--- src/rtl/sdr_receive.sv ---
// Protocol-2 UDP ingress parser: demultiplexes payload bytes by destination port,
// raises discovery/erase requests, updates run/PTT, and forwards program and Tx I/Q bytes.
module sdr_receive #(
    parameter logic [15:0] GENERAL_PORT = 16'd1024,
    parameter logic [15:0] HP_PORT      = 16'd1027,
    parameter logic [15:0] TXIQ_PORT    = 16'd1029,
    parameter logic [15:0] PROG_BYTES   = 16'd256,
    parameter logic [15:0] IQ_BYTES     = 16'd1440
) (
    input  logic        rx_clock,
    input  logic        reset,
    input  logic        udp_rx_active,
    input  logic [7:0]  udp_rx_data,
    input  logic [15:0] to_port,
    input  logic        discovery_ACK,
    input  logic        erase_ACK,
    input  logic        tx_fifo_full,
    output logic        discovery,
    output logic        erase,
    output logic        run,
    output logic        PTT,
    output logic [31:0] sequence_number,
    output logic [7:0]  prog_data,
    output logic        prog_wrreq,
    output logic        prog_block,
    output logic [7:0]  tx_fifo_data,
    output logic        tx_fifo_wrreq,
    output logic        tx_overflow,
    output logic [15:0] hp_seq_err
);

    typedef enum logic [2:0] {IDLE, GEN, PROG, HP, TXIQ, DISCARD} state_t;

    state_t      r_state;
    state_t      w_next;
    logic [15:0] r_byte_no;
    logic [31:0] r_seq_tmp;
    logic [31:0] r_hp_expected;
    logic [7:0]  r_cmd;
    logic [15:0] r_prog_cnt;
    logic [1:0]  r_hp_ctrl;
    logic        r_hp_got;
    logic        r_hp_first;
    logic        r_active_d;
    logic [15:0] w_idx;
    logic        w_start;
    logic        w_end;
    logic        w_take;
    logic        w_disc_set;
    logic        w_erase_set;

    // Packet framing: start on a rising udp_rx_active, end when it drops; index of current byte
    always_comb begin
        w_start     = (r_state == IDLE) && udp_rx_active && !r_active_d;
        w_end       = (r_state != IDLE) && !udp_rx_active;
        w_take      = w_start || ((r_state != IDLE) && udp_rx_active);
        w_idx       = (r_state == IDLE) ? 16'd0 : r_byte_no;
        w_disc_set  = (r_state == GEN) && w_end && (r_cmd == 8'h02);
        w_erase_set = (r_state == GEN) && w_end && (r_cmd == 8'h03);
    end

    // Next-state logic
    always_comb begin
        w_next = r_state;
        case (r_state)
            IDLE: begin
                if (w_start) begin
                    if (to_port == GENERAL_PORT)   w_next = GEN;
                    else if (to_port == HP_PORT)   w_next = HP;
                    else if (to_port == TXIQ_PORT) w_next = TXIQ;
                    else                           w_next = DISCARD;
                end
            end
            GEN: begin
                if (!udp_rx_active) begin
                    w_next = IDLE;
                end else if (w_idx == 16'd4) begin
                    if (udp_rx_data == 8'h04)
                        w_next = PROG;
                    else if (udp_rx_data != 8'h02 && udp_rx_data != 8'h03)
                        w_next = DISCARD;
                end
            end
            default: begin
                if (!udp_rx_active) w_next = IDLE;
            end
        endcase
    end

    // State register
    always_ff @(posedge rx_clock) begin
        if (reset) r_state <= IDLE;
        else       r_state <= w_next;
    end

    // Byte counting, header capture, per-port actions and registered outputs
    always_ff @(posedge rx_clock) begin
        if (reset) begin
            r_byte_no       <= 16'd0;
            r_seq_tmp       <= 32'd0;
            r_hp_expected   <= 32'd0;
            r_cmd           <= 8'd0;
            r_prog_cnt      <= 16'd0;
            r_hp_ctrl       <= 2'd0;
            r_hp_got        <= 1'b0;
            r_hp_first      <= 1'b1;
            // Treat the line as busy so a packet in flight at reset is skipped
            r_active_d      <= 1'b1;
            discovery       <= 1'b0;
            erase           <= 1'b0;
            run             <= 1'b0;
            PTT             <= 1'b0;
            sequence_number <= 32'd0;
            prog_data       <= 8'd0;
            prog_wrreq      <= 1'b0;
            prog_block      <= 1'b0;
            tx_fifo_data    <= 8'd0;
            tx_fifo_wrreq   <= 1'b0;
            tx_overflow     <= 1'b0;
            hp_seq_err      <= 16'd0;
        end else begin
            r_active_d    <= udp_rx_active;
            prog_wrreq    <= 1'b0;
            prog_block    <= 1'b0;
            tx_fifo_wrreq <= 1'b0;

            // A same-cycle new request beats the ACK
            discovery <= w_disc_set  | (discovery & ~discovery_ACK);
            erase     <= w_erase_set | (erase & ~erase_ACK);

            if (r_state == IDLE)
                r_byte_no <= w_start ? 16'd1 : 16'd0;
            else if (udp_rx_active && r_byte_no != 16'hFFFF)
                r_byte_no <= r_byte_no + 16'd1;

            if (w_take && w_idx < 16'd4)
                r_seq_tmp <= {r_seq_tmp[23:0], udp_rx_data};

            case (r_state)
                IDLE: begin
                    r_cmd      <= 8'd0;
                    r_prog_cnt <= 16'd0;
                    r_hp_got   <= 1'b0;
                end
                GEN: begin
                    if (udp_rx_active && w_idx == 16'd4) begin
                        r_cmd <= udp_rx_data;
                        if (udp_rx_data == 8'h04) sequence_number <= r_seq_tmp;
                    end
                end
                PROG: begin
                    if (udp_rx_active && w_idx >= 16'd5 && w_idx <= PROG_BYTES + 16'd4) begin
                        prog_data  <= udp_rx_data;
                        prog_wrreq <= 1'b1;
                        r_prog_cnt <= r_prog_cnt + 16'd1;
                    end
                    if (w_end && r_prog_cnt == PROG_BYTES) prog_block <= 1'b1;
                end
                HP: begin
                    if (udp_rx_active && w_idx == 16'd4) begin
                        r_hp_ctrl <= udp_rx_data[1:0];
                        r_hp_got  <= 1'b1;
                    end
                    if (w_end) begin
                        if (r_hp_got) begin
                            run <= r_hp_ctrl[0];
                            PTT <= r_hp_ctrl[1];
                        end
                        // Sequence check needs the full 4-byte header
                        if (r_byte_no >= 16'd4) begin
                            if (!r_hp_first && r_seq_tmp != r_hp_expected && hp_seq_err != 16'hFFFF)
                                hp_seq_err <= hp_seq_err + 16'd1;
                            r_hp_expected <= r_seq_tmp + 32'd1;
                            r_hp_first    <= 1'b0;
                        end
                    end
                end
                TXIQ: begin
                    if (udp_rx_active && w_idx >= 16'd4 && w_idx <= IQ_BYTES + 16'd3) begin
                        if (tx_fifo_full) begin
                            tx_overflow <= 1'b1;
                        end else begin
                            tx_fifo_data  <= udp_rx_data;
                            tx_fifo_wrreq <= 1'b1;
                        end
                    end
                end
                default: ;
            endcase
        end
    end

endmodule

--- config.mk ---
export PLATFORM = sky130hd
export DESIGN_NAME = sdr_receive
export DESIGN_NICKNAME = d
export VERILOG_FILES = /design/src/rtl/sdr_receive.sv
export SDC_FILE = /design/constraint.sdc
export NUM_CORES = 1
export LEC_CHECK = 0
export CORE_UTILIZATION = 40
export CTS_CLUSTER_SIZE = 30
export DETAILED_ROUTE_END_ITERATION = 16
export MAX_ROUTING_LAYER = met4
export PLACE_DENSITY = 0.7
export SLEW_MARGIN = 25
export SYNTH_ARGS = -nofsm -noshare
export SYNTH_HDL_FRONTEND = slang
export SYNTH_SLANG_ARGS = --single-unit
--- constraint.sdc ---
create_clock -name rx_clock -period 2.3 [get_ports rx_clock]
set_input_delay 0.46 -clock rx_clock [delete_from_list [all_inputs] [get_ports rx_clock]]
set_output_delay 0.46 -clock rx_clock [all_outputs]
set_load 0.01 [all_outputs]
# Yosys cells after proc, flatten, opt, wreduce, memory -nomap -nowiden
# Cells that the tools add are included.
totals:
  reg_bits: 184
  input_bits: 30
  out_inout_bits: 72
  word_cells: 131
classes:
  addsub: 4
  magnitude_cmp: 6
  n_eq_ne: 24
  muxes: 23
  n_bitwise: 10
  reduce_logical: 42
op_table:
  columns: ["op", "n"]
  rows:
  - ["16-bit two-way mux", 4]
  - ["16-bit by 1-bit adder with 16-bit output, second input constant", 3]
  - ["16-bit by 11-bit equality test with 1-bit output, second input constant", 3]
  - ["16-bit by 3-bit >= comparator with 1-bit output, second input constant", 3]
  - ["32-bit by 1-bit adder with 32-bit output, second input constant", 1]
  - ["16-bit != test, second input constant", 2]
  - ["32-bit != test", 1]
  - ["16-bit one-hot mux with 2 select lines", 1]
  - ["3-bit two-way mux", 8]
  - ["1-bit logical AND", 18]
  - ["16-bit by 3-bit equality test with 1-bit output, second input constant", 1]
  - ["16-bit by 9-bit equality test with 1-bit output, second input constant", 1]
  - ["8-bit by 2-bit equality test with 1-bit output, second input constant", 2]
  - ["16-bit by 11-bit less-or-equal comparator with 1-bit output, second input constant", 1]
  - ["16-bit by 9-bit less-or-equal comparator with 1-bit output, second input constant", 1]
  - ["16-bit by 3-bit < comparator with 1-bit output, second input constant", 1]
  - ["8-bit by 2-bit != test with 1-bit output, second input constant", 2]
  - ["8-bit one-hot mux with 2 select lines", 1]
  - ["3-bit AND reduction", 5]
  - ["2-bit AND reduction", 5]
  - ["8-bit by 3-bit equality test with 1-bit output, second input constant", 1]
  - ["8-bit two-way mux", 1]
  - ["4-bit AND reduction", 2]
  - ["2-bit nonzero test", 4]
  - ["other kinds (20)", 37]

# Depth between registers and ports, before layout
logic_depth:
  word_depth: 7
  ltp_mapped: 9
  depth_no_buf: 7

# Worst setup path after synthesis
# Ideal clock, no wire load.
synth_path:
  kind: "flip-flop to flip-flop"
  from: "reg r_byte_no[12]"
  to: "reg r_hp_expected[20]"
  setup_ns: 0.079
  arrival_ns: 2.288
  required_time_ns: 2.221
  path_slack_ns: -0.067
  stages_incl_launch_ff: 10
  n_path_buf: 3
  period_less_slack_ns: 2.367
  path_cell_list: "dfxtp_1 or4_4 or2_0 buf_2 or3_4 and2_1 clkbuf_1 buf_2 o31a_1 a211oi_2"
synth_between:
  elab_chain_cells: 2
synth_rtl:
  columns: ["item", "line", "source"]
  rows:
  - ["start: declaration", "36", "logic [15:0] r_byte_no;"]
  - ["start signal: assignment", "132", "r_byte_no <= w_start ? 16'd1 : 16'd0;"]
  - ["start signal: assignment", "134", "r_byte_no <= r_byte_no + 16'd1;"]
  - ["16-bit by 3-bit >= comparator with 1-bit output", "170", "if (r_byte_no >= 16'd4) begin"]
  - ["3-bit AND reduction (no source line)", null, null]
  - ["end signal: assignment", "173", "r_hp_expected <= r_seq_tmp + 32'd1;"]
  - ["end: declaration", "38", "logic [31:0] r_hp_expected;"]
# Every way passes these cells.
# A chain may end at the register's enable or synchronous reset.

# Final worst setup path
layout_path:
  from: "reg r_byte_no[12]"
  to: "reg hp_seq_err[12]"
layout_between:
  elab_chain_cells: 2
layout_rtl:
  columns: ["item", "line", "source"]
  rows:
  - ["16-bit by 3-bit >= comparator with 1-bit output", "170", null]
  - ["4-bit AND reduction (no source line)", null, null]
  - ["end signal: assignment", "172", "hp_seq_err <= hp_seq_err + 16'd1;"]
  - ["end: declaration", "29", "output logic [15:0] hp_seq_err"]
# Every way passes these cells.

==> reports/results.ini <==
[floorplan]
initial_utilization=0.414
die_height_um=148
core-area_mm2=0.0206
row_count=52
die-width_um=148
ioPinCount=102
area_of_the_die_mm2=0.0219

[power]
share_seq_of_total_power=0.477
netSwitchingFraction=0.252
clock_power_share=0.411
p_leak_nw=4.22
totalPowerFinal_w=0.00682
power.share.combinational=0.111
ir_drop_mv=0.430
switchingPower_w=0.00171
pwr_dens_mw_per_mm2=613
cell_internal_power_dissipation_w=0.00510

[worst_hold_path]
worstHoldPathCells=2
timing.hold.worst.class=input pin to flop

[synthesis]
synth.yosys.seq_area_share=0.433
syn_area_cell_um2=8.36
netlist_area_mm2=0.00851
synth.yosys.warnings=0
yosysUniqueCellTypes=51
postSynth.asyncResetShare=0
cell_count_after_synthesis=1018
synth.ff_latch_count=184
synth-edff-count=0
synth_top_flop_cell=sky130_fd_sc_hd__dfxtp_1
mappedNetlistNets=1054

[setup_path]
cpLargestDelayFamily=simple AND/OR/NAND/NOR gates
crit_path_max_incr_delay_ns=0.56
critical_path.max_fanout=23
timing.critical_path.required_ns=2.62
path_cells=or4_4 -> or2_4 -> or3_4 -> nand4b_1 -> buf_12 -> nor3_1 -> mux2_2
worst-endpoint-arrival_ns=2.60
crit_path_top_delay_cell=sky130_fd_sc_hd__or4_4
worst-r2r-cell-count=7
cp_num_buf_inv=1
worstSetupStartpointType=flop
critPathKind=flop to flop
cp-end-kind=flop
worst-path-stages=7

[timing]
final_setup_vio_count=0
timing.fmax_ghz=0.438
final-max-slew-violation-count=0
timing.final.crit_share=0.993
hold_worst_slack_ns=0.437
rsz0062_at_grt=yes
max_slew.worst_pin.slew_ns=0.462
relSlewSlack=0.689
setup_slack_ns=0.0171
hold_viol_final=0
fin_skew_ns=0.0127
final_period_minus_worst_setup_slack_ns=2.28

[grt]
globalRouteTotalUtil=0.205
grt_start_max_net_pins=60
grt_overflow_total=0
grt_pass1_wl_mm=35.1
number_of_global_route_vias_before_repair=7229
antenna_found_initial=0

[detailed_routing]
num_vias=7541
avgRoutedWirePerCell_um=14.8
ant_nets=0
drc_errors=0
drt-vias-per-instance=5.20
dr.first_iter.drc_count=440
totalWireLength_mm=21.5
drt_pre_antenna_iters=5

[clocking]
cts.path.max_buffers=2
cts_num_sinks=184
clkLatencyLatePin_ns=0.43
clock_tree.htree_level_count=4
clock_tree.root_cell=sky130_fd_sc_hd__clkbuf_16
tritoncts=done
clk_transition_reported_paths_ns=0.07
cts_buffers=17
hold_buf_count_cts=0

[status]
outcome=completed

[place]
pre_cts_ws_ns=-0.192
placedInstanceArea_mm2=0.0104
placed_wire_length_estimate_mm=15.0
port_buffer_count=101
gp_congestion=0.902

[flow_run]
cap_viol_max_count=0

[layout]
antenna-diode-count=0
syn_to_final_growth_pct=30.7
nNetsFinal=1202
drive_gt1_frac=0.146
finish.instance_area_mm2=0.0111

## cell usage after synthesis (2+ instances only)
cell type / number / share of area
sky130_fd_sc_hd__o32ai_1: 3 / 0.0031
sky130_fd_sc_hd__ha_1: 6 / 0.0088
sky130_fd_sc_hd__or2_2: 3 / 0.0022
sky130_fd_sc_hd__and3_1: 15 / 0.011
sky130_fd_sc_hd__a211oi_1: 28 / 0.025
sky130_fd_sc_hd__nor2_1: 147 / 0.065
sky130_fd_sc_hd__buf_2: 16 / 0.0094
sky130_fd_sc_hd__and4_1: 3 / 0.0031
sky130_fd_sc_hd__or4_1: 11 / 0.0097
sky130_fd_sc_hd__mux2_2: 9 / 0.012
sky130_fd_sc_hd__nor4_1: 25 / 0.018
sky130_fd_sc_hd__a21oi_1: 67 / 0.039
sky130_fd_sc_hd__xor2_1: 63 / 0.065
sky130_fd_sc_hd__mux2i_1: 45 / 0.053
sky130_fd_sc_hd__o31ai_1: 11 / 0.0097
sky130_fd_sc_hd__nand3_1: 42 / 0.025
sky130_fd_sc_hd__nor2b_1: 9 / 0.0066
sky130_fd_sc_hd__inv_1: 20 / 0.0088
sky130_fd_sc_hd__nand4_1: 32 / 0.024
sky130_fd_sc_hd__xnor2_1: 24 / 0.025
sky130_fd_sc_hd__clkbuf_1: 57 / 0.025
sky130_fd_sc_hd__a21o_1: 3 / 0.0026
sky130_fd_sc_hd__nand2b_1: 7 / 0.0051
sky130_fd_sc_hd__nor4b_1: 3 / 0.0031
sky130_fd_sc_hd__nor3_1: 21 / 0.012
sky130_fd_sc_hd__and2_1: 2 / 0.0015
sky130_fd_sc_hd__or4_4: 2 / 0.0026
sky130_fd_sc_hd__o21ai_0: 8 / 0.0047
sky130_fd_sc_hd__or3_1: 5 / 0.0037
sky130_fd_sc_hd__nand2_1: 118 / 0.052
sky130_fd_sc_hd__o31a_1: 3 / 0.0031
sky130_fd_sc_hd__a211oi_2: 2 / 0.0029
sky130_fd_sc_hd__buf_6: 4 / 0.0053
sky130_fd_sc_hd__nor3b_1: 4 / 0.0035
sky130_fd_sc_hd__dfxtp_1: 184 / 0.43
## kinds of logic after synthesis
kind of cell / Yosys count / synth area share
AND/OR/NAND/NOR: 458 / 0.259
flip-flops: 184 / 0.433
AO/OA/AOI/OAI: 131 / 0.0956
buffers and inverters: 98 / 0.0491
XOR/XNOR: 87 / 0.0895
multiplexers: 54 / 0.0648
adder cells (fa/ha/maj): 6 / 0.00882
## power groups by stage
| stage | registers [W] | logic (W) | clock network (W) |
|---|---|---|---|
| floorplan | 0.00331 | 0.000417 | 0 |
| global placement | 0.00332 | 0.000737 | 0 |
| detailed placement | 0.00332 | 0.000746 | 0 |
| CTS | 0.00325 | 0.000750 | 0.00285 |
| global route | 0.00326 | 0.000820 | 0.00300 |
| finish | 0.00325 | 0.000758 | 0.00280 |
## final cells by class
class	instances	area, um^2
Fill cell	1923	9440
Multi-Input combinational cell	736	4500
Clock inverter	10	97.6
Tap cell	270	338
Timing Repair Buffer	207	1960
Clock buffer	22	464
Sequential cell	184	3690
Inverter	20	75.1
## timing repair
item                                    CTS  global route
buffers inserted                          0             1
gates resized for setup                   5            10
pin swaps                                 0             2
endpoints found under the setup margin   17            34
cloned                                    0             2
## metrics by stage
step | setup TNS (ns) | util | instances
CTS | 0 | 0.536 | 1446
finish | 0 | 0.541 | 1449
global placement | -3.27 | 0.508 | 1414
floorplan | -0.0860 | - | 1018
detailed placement | -5.56 | 0.508 | 1414
global route | -0.382 | 0.541 | 1449
## final timing paths
path | from | end | slack, ns
worst max register to register | r_byte_no[12] | hp_seq_err[12] | 0.02
worst max-delay path | r_byte_no[12] | hp_seq_err[12] | 0.02
worst min-delay path | reset | r_state[0] | 0.44
worst min register to register | sequence_number[15] | sequence_number[15] | 0.45
## per-layer routing
layer	wire length, um	global-route usage	vias up
li1	-	-	3811
met1	9600	0.241	3563
met2	10700	0.355	148
met3	891	0.0389	19
met4	295	0.0541	0
met5	0	-	-
## layout by cell type (no fill, tap or decap), types with 3 or more instances in the layout
master,instances
sky130_fd_sc_hd__o32ai_1,3
sky130_fd_sc_hd__a211oi_1,27
sky130_fd_sc_hd__or4_1,9
sky130_fd_sc_hd__clkbuf_1,3
sky130_fd_sc_hd__o21ai_0,8
sky130_fd_sc_hd__mux2_2,9
sky130_fd_sc_hd__or2_2,3
sky130_fd_sc_hd__nor3b_1,3
sky130_fd_sc_hd__clkinv_4,4
sky130_fd_sc_hd__mux2i_1,43
sky130_fd_sc_hd__buf_12,10
sky130_fd_sc_hd__or4_4,4
sky130_fd_sc_hd__nor4b_1,3
sky130_fd_sc_hd__xnor2_1,24
sky130_fd_sc_hd__nor3_1,20
sky130_fd_sc_hd__nand3_1,42
sky130_fd_sc_hd__o31a_1,3
sky130_fd_sc_hd__a211oi_2,3
sky130_fd_sc_hd__clkdlybuf4s50_1,100
sky130_fd_sc_hd__nand2b_1,7
sky130_fd_sc_hd__buf_4,95
sky130_fd_sc_hd__a21o_1,3
sky130_fd_sc_hd__clkinvlp_4,3
sky130_fd_sc_hd__and4_1,3
sky130_fd_sc_hd__inv_1,20
sky130_fd_sc_hd__nor4_1,23
sky130_fd_sc_hd__and3_1,15
sky130_fd_sc_hd__xor2_1,63
sky130_fd_sc_hd__ha_1,6
sky130_fd_sc_hd__nand2_1,118
sky130_fd_sc_hd__or3_1,5
sky130_fd_sc_hd__clkbuf_16,19
sky130_fd_sc_hd__nor2b_1,9
sky130_fd_sc_hd__dfxtp_1,182
sky130_fd_sc_hd__o31ai_1,10
sky130_fd_sc_hd__nand4_1,32
sky130_fd_sc_hd__nor2_1,147
sky130_fd_sc_hd__a21oi_1,67
## worst reg2reg max path, cell delays in order (launching register included)
cell and delay (ns):
sky130_fd_sc_hd__dfxtp_2 0.32, sky130_fd_sc_hd__or4_4 0.56, sky130_fd_sc_hd__or2_4 0.27, sky130_fd_sc_hd__or3_4 0.37, sky130_fd_sc_hd__nand4b_1 0.15, sky130_fd_sc_hd__buf_12 0.17, sky130_fd_sc_hd__nor3_1 0.08, sky130_fd_sc_hd__mux2_2 0.26
## flip-flops by register name, indices dropped and copies added, names as in the netlist, 2 cells and up
| name | cells |
|---|---|
| r_hp_expected | 32 |
| r_seq_tmp | 32 |
| sequence_number | 32 |
| hp_seq_err | 16 |
| r_byte_no | 16 |
| r_prog_cnt | 16 |
| prog_data | 8 |
| r_cmd | 8 |
| tx_fifo_data | 8 |
| r_state | 3 |
| r_hp_ctrl | 2 |
Power figures use the tool's default switching activity.
